File: src/rtl/wb_pkg.sv
// wb_pkg: shared types and default widths for the write-back arbiter.
package wb_pkg;
  localparam int XLEN_DEF = 64;
  localparam int AW_DEF = 5;
  typedef enum logic {LAST_A, LAST_M} arb_state_t;
  typedef struct packed {
    logic we;
    logic [AW_DEF-1:0] addr;
    logic [XLEN_DEF-1:0] data;
  } wr_port_t;
endpackage

File: src/rtl/wb_arbiter_if.sv
// wb_arbiter_if: ALU/load write-back requests, register-file write port and forwarding taps.
interface wb_arbiter_if import wb_pkg::*; #(
  parameter int XLEN = XLEN_DEF,
  parameter int AW = AW_DEF
);
  logic a_valid_i, a_ready_o;
  logic [AW-1:0] a_addr_i;
  logic [XLEN-1:0] a_data_i;
  logic m_valid_i, m_ready_o;
  logic [AW-1:0] m_addr_i;
  logic [XLEN-1:0] m_data_i;
  logic RegWrite_o;
  logic [AW-1:0] wAddr_o;
  logic [XLEN-1:0] wData_o;
  logic [AW-1:0] rAddr01_i, rAddr02_i;
  logic fwd01_o, fwd02_o;
  modport slave (
    input a_valid_i, a_addr_i, a_data_i, m_valid_i, m_addr_i, m_data_i, rAddr01_i, rAddr02_i,
    output a_ready_o, m_ready_o, RegWrite_o, wAddr_o, wData_o, fwd01_o, fwd02_o
  );
  modport master (
    output a_valid_i, a_addr_i, a_data_i, m_valid_i, m_addr_i, m_data_i, rAddr01_i, rAddr02_i,
    input a_ready_o, m_ready_o, RegWrite_o, wAddr_o, wData_o, fwd01_o, fwd02_o
  );
endinterface

File: src/rtl/rr_arb2.sv
// rr_arb2: two-way round-robin grant; grant[0]=A, grant[1]=M.
module rr_arb2 import wb_pkg::*; (
  input logic a_valid,
  input logic m_valid,
  input arb_state_t state,
  output logic [1:0] grant
);
  assign grant[0] = a_valid & (!m_valid | state == LAST_M);
  assign grant[1] = m_valid & (!a_valid | state == LAST_A);
endmodule

File: src/rtl/wb_arbiter.sv
// wb_arbiter: arbitrates ALU and load write-backs onto one register-file write port; WB_ARB_STATS_EN adds conflict_cnt_o.
module wb_arbiter import wb_pkg::*; #(
  parameter int XLEN = XLEN_DEF,
  parameter int AW = AW_DEF
) (
  input logic clk,
  input logic rst_n,
  wb_arbiter_if.slave bus
`ifdef WB_ARB_STATS_EN
  , output logic [15:0] conflict_cnt_o
`endif
);
  arb_state_t state;
  logic [1:0] grant;
  logic acc_a, acc_m;
  logic [AW-1:0] sel_addr;
  logic [XLEN-1:0] sel_data;
  rr_arb2 u_rr (.a_valid(bus.a_valid_i), .m_valid(bus.m_valid_i), .state(state), .grant(grant));
  // readies are gated by rst_n so nothing can be accepted while reset is held
  assign bus.a_ready_o = rst_n & grant[0];
  assign bus.m_ready_o = rst_n & grant[1];
  assign acc_a = bus.a_valid_i & bus.a_ready_o;
  assign acc_m = bus.m_valid_i & bus.m_ready_o;
  always_comb begin
    sel_addr = acc_a ? bus.a_addr_i : bus.m_addr_i;
    sel_data = acc_a ? bus.a_data_i : bus.m_data_i;
  end
  always_ff @(posedge clk or negedge rst_n) begin
    if (!rst_n) begin
      bus.RegWrite_o <= 1'b0;
      bus.wAddr_o <= '0;
      bus.wData_o <= '0;
      state <= LAST_M;
    end else begin
      bus.RegWrite_o <= (acc_a | acc_m) && sel_addr != '0;
      if (acc_a | acc_m) begin
        bus.wAddr_o <= sel_addr;
        bus.wData_o <= sel_data;
        state <= acc_a ? LAST_A : LAST_M;
      end
    end
  end
  assign bus.fwd01_o = bus.RegWrite_o && bus.wAddr_o == bus.rAddr01_i && bus.rAddr01_i != '0;
  assign bus.fwd02_o = bus.RegWrite_o && bus.wAddr_o == bus.rAddr02_i && bus.rAddr02_i != '0;
`ifdef WB_ARB_STATS_EN
  always_ff @(posedge clk or negedge rst_n) begin
    if (!rst_n) conflict_cnt_o <= '0;
    else if (bus.a_valid_i && bus.m_valid_i && conflict_cnt_o != 16'hFFFF) conflict_cnt_o <= conflict_cnt_o + 16'd1;
  end
`endif
endmodule

File: src/flat_wrapper.sv
// flat-port wrapper written by rule: the top's interface ports become plain ports
module wb_arbiter_flat import wb_pkg::*;
#(
  parameter int XLEN = XLEN_DEF,
  parameter int AW = AW_DEF
)
  (clk, rst_n, bus_a_valid_i, bus_a_addr_i, bus_a_data_i, bus_m_valid_i, bus_m_addr_i, bus_m_data_i, bus_rAddr01_i, bus_rAddr02_i, bus_a_ready_o, bus_m_ready_o, bus_RegWrite_o, bus_wAddr_o, bus_wData_o, bus_fwd01_o, bus_fwd02_o);
  wb_arbiter_if #(.XLEN(XLEN), .AW(AW)) bus_i ();
  input logic clk;
  input logic rst_n;
  input wire logic [$bits(bus_i.a_valid_i)-1:0] bus_a_valid_i;
  input wire logic [$bits(bus_i.a_addr_i)-1:0] bus_a_addr_i;
  input wire logic [$bits(bus_i.a_data_i)-1:0] bus_a_data_i;
  input wire logic [$bits(bus_i.m_valid_i)-1:0] bus_m_valid_i;
  input wire logic [$bits(bus_i.m_addr_i)-1:0] bus_m_addr_i;
  input wire logic [$bits(bus_i.m_data_i)-1:0] bus_m_data_i;
  input wire logic [$bits(bus_i.rAddr01_i)-1:0] bus_rAddr01_i;
  input wire logic [$bits(bus_i.rAddr02_i)-1:0] bus_rAddr02_i;
  output wire logic [$bits(bus_i.a_ready_o)-1:0] bus_a_ready_o;
  output wire logic [$bits(bus_i.m_ready_o)-1:0] bus_m_ready_o;
  output wire logic [$bits(bus_i.RegWrite_o)-1:0] bus_RegWrite_o;
  output wire logic [$bits(bus_i.wAddr_o)-1:0] bus_wAddr_o;
  output wire logic [$bits(bus_i.wData_o)-1:0] bus_wData_o;
  output wire logic [$bits(bus_i.fwd01_o)-1:0] bus_fwd01_o;
  output wire logic [$bits(bus_i.fwd02_o)-1:0] bus_fwd02_o;
  assign bus_i.a_valid_i = bus_a_valid_i;
  assign bus_i.a_addr_i = bus_a_addr_i;
  assign bus_i.a_data_i = bus_a_data_i;
  assign bus_i.m_valid_i = bus_m_valid_i;
  assign bus_i.m_addr_i = bus_m_addr_i;
  assign bus_i.m_data_i = bus_m_data_i;
  assign bus_i.rAddr01_i = bus_rAddr01_i;
  assign bus_i.rAddr02_i = bus_rAddr02_i;
  assign bus_a_ready_o = bus_i.a_ready_o;
  assign bus_m_ready_o = bus_i.m_ready_o;
  assign bus_RegWrite_o = bus_i.RegWrite_o;
  assign bus_wAddr_o = bus_i.wAddr_o;
  assign bus_wData_o = bus_i.wData_o;
  assign bus_fwd01_o = bus_i.fwd01_o;
  assign bus_fwd02_o = bus_i.fwd02_o;
  wb_arbiter #(.XLEN(XLEN), .AW(AW)) u_core (.clk(clk), .rst_n(rst_n), .bus(bus_i));
endmodule
File: config.mk
export PLATFORM = sky130hd
export DESIGN_NAME = wb_arbiter_flat
export DESIGN_NICKNAME = d
export VERILOG_FILES = /design/src/rtl/wb_pkg.sv /design/src/rtl/wb_arbiter_if.sv /design/src/rtl/rr_arb2.sv /design/src/rtl/wb_arbiter.sv /design/src/flat_wrapper.sv
export SDC_FILE = /design/constraint.sdc
export NUM_CORES = 1
export LEC_CHECK = 0
export ABC_CLOCK_PERIOD_IN_PS = 1700
export BUFFER_PORTS_ARGS = -buffer_cell sky130_fd_sc_hd__buf_2
export CAP_MARGIN = 20
export CORE_ASPECT_RATIO = 2
export CORE_MARGIN = 8
export CORE_UTILIZATION = 39
export CTS_CLUSTER_DIAMETER = 200
export DETAILED_ROUTE_END_ITERATION = 12
export GPL_TIMING_DRIVEN = 0
export PLACE_DENSITY = 0.8
export SLEW_MARGIN = 20
export SYNTH_ARGS = -nofsm -noshare
export SYNTH_HDL_FRONTEND = slang
export SYNTH_SLANG_ARGS = --single-unit
File: constraint.sdc
create_clock -name clk -period 1.7 [get_ports clk]
set_clock_uncertainty 0.2 [all_clocks]
set_input_delay 0.17 -clock clk [delete_from_list [all_inputs] [get_ports clk]]
set_output_delay 0.17 -clock clk [all_outputs]
set_load 0.01 [all_outputs]
==> metrics <==
Die Y approximately 150 µm; Net Sw Power around 1800 µW; share of cells above drive strength 1 a little under two fifths; Starting Density 39.7%; maximum vdd drop between 0.6 and 0.7 mV; H-tree Lvls 3; Lkg Pwr between 0.003 and 0.004 µW; die area between 10000 and 15000 µm²; Synth area leader dfrtp_1; DRT Wirelength ~19000 µm; Setup crit start u_core.bus.wAddr_o[0]$_DFFE_PN0P_; Post-layout nets between 900 and 1k; Worst Path Class, Setup register to output port; largest net degree at the start of global routing 41; total gr overflow 0; final worst path period share 110%; DR vias about 5.3k; Syn-to-layout area delta 86.2%; vias in the first global route ~5.7k; Synth area leaders dfrtp_1 47%, a31oi_1 12%, nand3_1 9.5%; cell-internal power 3940 µW; gp weighted congestion ~0.92; post-synth top area share a little under half; DRT antenna net count 0; Cell variety after synth 28; final hold violations 0; Core ar. 9320 µm²; crit path time final roughly 1.9 ns; total track usage 28.2%; Skew-Pair Late Insertion Delay around 0.32 ns; data arrival time of the worst path roughly 1.5 ns; Post-Synthesis Cells about 430; die width ~85 µm; post-synthesis sequential area ratio between 40 and 50%; final non-filler cell total 922; drt first pass iters 5; 1st-iter DRT viols approximately 300; Gate power share 33.1%; crit start category register; failing checks negative setup slack; hold path start rst_n; Clock transition at path regs 0.05 ns; Sw Ratio a little under a third; post-detail-place hpwl roughly 12000 µm; IO Pins roughly 230; Pins Over Slew Limit 0; Num CTS Buffers 9; Sequential Power Share a little over a third; RSZ-0062 raised after global routing true; port bufs between 200 and 250; status finished, violations left; antenna violations before repair 1; Clk network pwr share just over 30%; Finish-stage setup viols 3; Peak Freq 533 MHz; Vias/cell approximately 5.7; first-pass GRT wire length 29100 µm; cell count after placement roughly 760; Syn Area/Cell roughly 8.6 µm²; Max Cap Viol 0; Sink Count 71; hold_ws roughly 0.23 ns; DR DRC count 0; Yosys reg bits 71; Worst Max-Slew Pin Slew 0.491 ns; crit-path max FO 5; yosys warns 0; FP Rows 50; class of the worst hold path primary input to register; setup slack after layout -0.176 ns; WL per Instance approximately 21 µm; CTS tree built; Reg2Reg Launch Point u_core.state$_DFFE_PN1P_; Mapped Area approximately 3700 µm²; Relative slew margins 67.3%; Root Driver clkbuf_16; CP Capture Type output port; Pwr Density about 830 nW/µm²; WP data required 1.33 ns; syn nets roughly 580; CTS Buffer Depth 2
[metal layers]
layer | share of wire [%] | vias to the layer above | global-route usage (%)
met5 | 0 | - | 0
met4 | 6.4 | 0 | 21.3
met3 | 8.4 | 115 | 7.79
met2 | 53 | 368 | 50.5
met1 | 32 | 2479 | 26.4
li1 | - | 2329 | -
[what timing repair did]
item | CTS | global route
endpoints found under the setup margin | 3 | 41
gates resized for setup | 7 | 30
pin swaps | 1 | 9
hold buffers | 141 | 1
setup buffers | 4 | 1
endpoints found under the hold margin | 142 | 72
cloned | 0 | 3
[final timing paths]
path	endpoint	slack, ns	cells past startpoint
setup / recovery	bus_fwd01_o	-0.18	4
hold / removal	u_core.bus.wData_o[38]$_DFFE_PN0P_	0.23	4
setup reg to reg	u_core.bus.wData_o[17]$_DFFE_PN0P_	0.03	6
hold reg to reg	u_core.bus.wData_o[23]$_DFFE_PN0P_	0.34	2
max in group asynchronous	u_core.bus.wData_o[39]$_DFFE_PN0P_	0.48	4
min in group asynchronous	u_core.bus.wData_o[33]$_DFFE_PN0P_	0.34	3
[cells in the final DEF (no fill, tap or decap), types with 11 or more instances in the layout]
cell type / n
a31oi_1: 68
buf_2: 234
buf_4: 17
buf_6: 12
clkbuf_16: 11
dfrtp_1: 67
dlygate4sd3_1: 140
nand3_1: 68
nor2_1: 70
o21ai_1: 63
[cells by family (layout without fill, tap and decap cells)]
kind of cell / after synthesis / after routing / share of synthesized area [%]
other: 0 / 2 / 0
AND/OR/NAND/NOR: 158 / 158 / 19.0
AO/OA/AOI/OAI: 146 / 146 / 22.4
XOR/XNOR: 8 / 8 / 1.89
flip-flops: 71 / 71 / 48.0
buffers and inverters: 46 / 433 / 8.68
[sequential cells by signal, summed over array words and instances (netlist names)]
register / flops
u_core.bus.RegWrite_o: 1
u_core.state: 1
u_core.bus.wAddr_o: 5
u_core.bus.wData_o: 64
[worst max-delay path, cell delays in order (launching register included)]
cell     delay (ns)
dfrtp_2        0.45
xor2_1         0.16
nor3_1         0.19
and4_1         0.24
buf_2          0.14
[stage by stage]
stage	power [µW]	utilization [%]	instance area, µm²	setup TNS (ns)	setup WS (ns)
5_1_grt	5960	74.0	6900	-0.740	-0.232
4_1_cts	5560	72.0	6710	-0.363	-0.164
3_3_place_gp	3480	53.2	4960	-108.28	-1.37
3_5_place_dp	3530	53.5	4980	-11.20	-0.209
6_report	5750	74.0	6900	-0.430	-0.176
2_1_floorplan	2850	-	3700	0	0.260
[synth_stat cells, drive strengths merged]
cell type	n
xor2	3
o41ai	1
nor2	72
o21a	1
nand2b	1
clkbuf	8
nand3	70
nand4	1
a31oi	69
a211oi	1
nor4	1
xnor2	5
o21ai	72
buf	38
dfrtp	70
nor2b	1
and4	1
a21oi	1
dfstp	1
o311a	1
and2	1
nor3	3
or2	1
nand2	6
[power by group through the flow]
stage | clock network [µW] | registers (µW) | logic, µW
after floorplan | 0 | 2210 | 636
after global placement | 0 | 2100 | 1380
after detailed placement | 0 | 2110 | 1420
after CTS | 1760 | 2080 | 1720
after global routing | 1820 | 2120 | 2030
final | 1760 | 2090 | 1900
[cell type report]
class                   count  area (µm²)
fillers                   578        2420
flip-flops and latches     71        1780
well taps                 104         130
clock inverters             1        5.00
multi-input cells         312        1670
repair buffers            375        2670
clock buffers              12         267
plain buffers              45         365
diodes                      2        5.00
(Power assumes the default switching activity.)
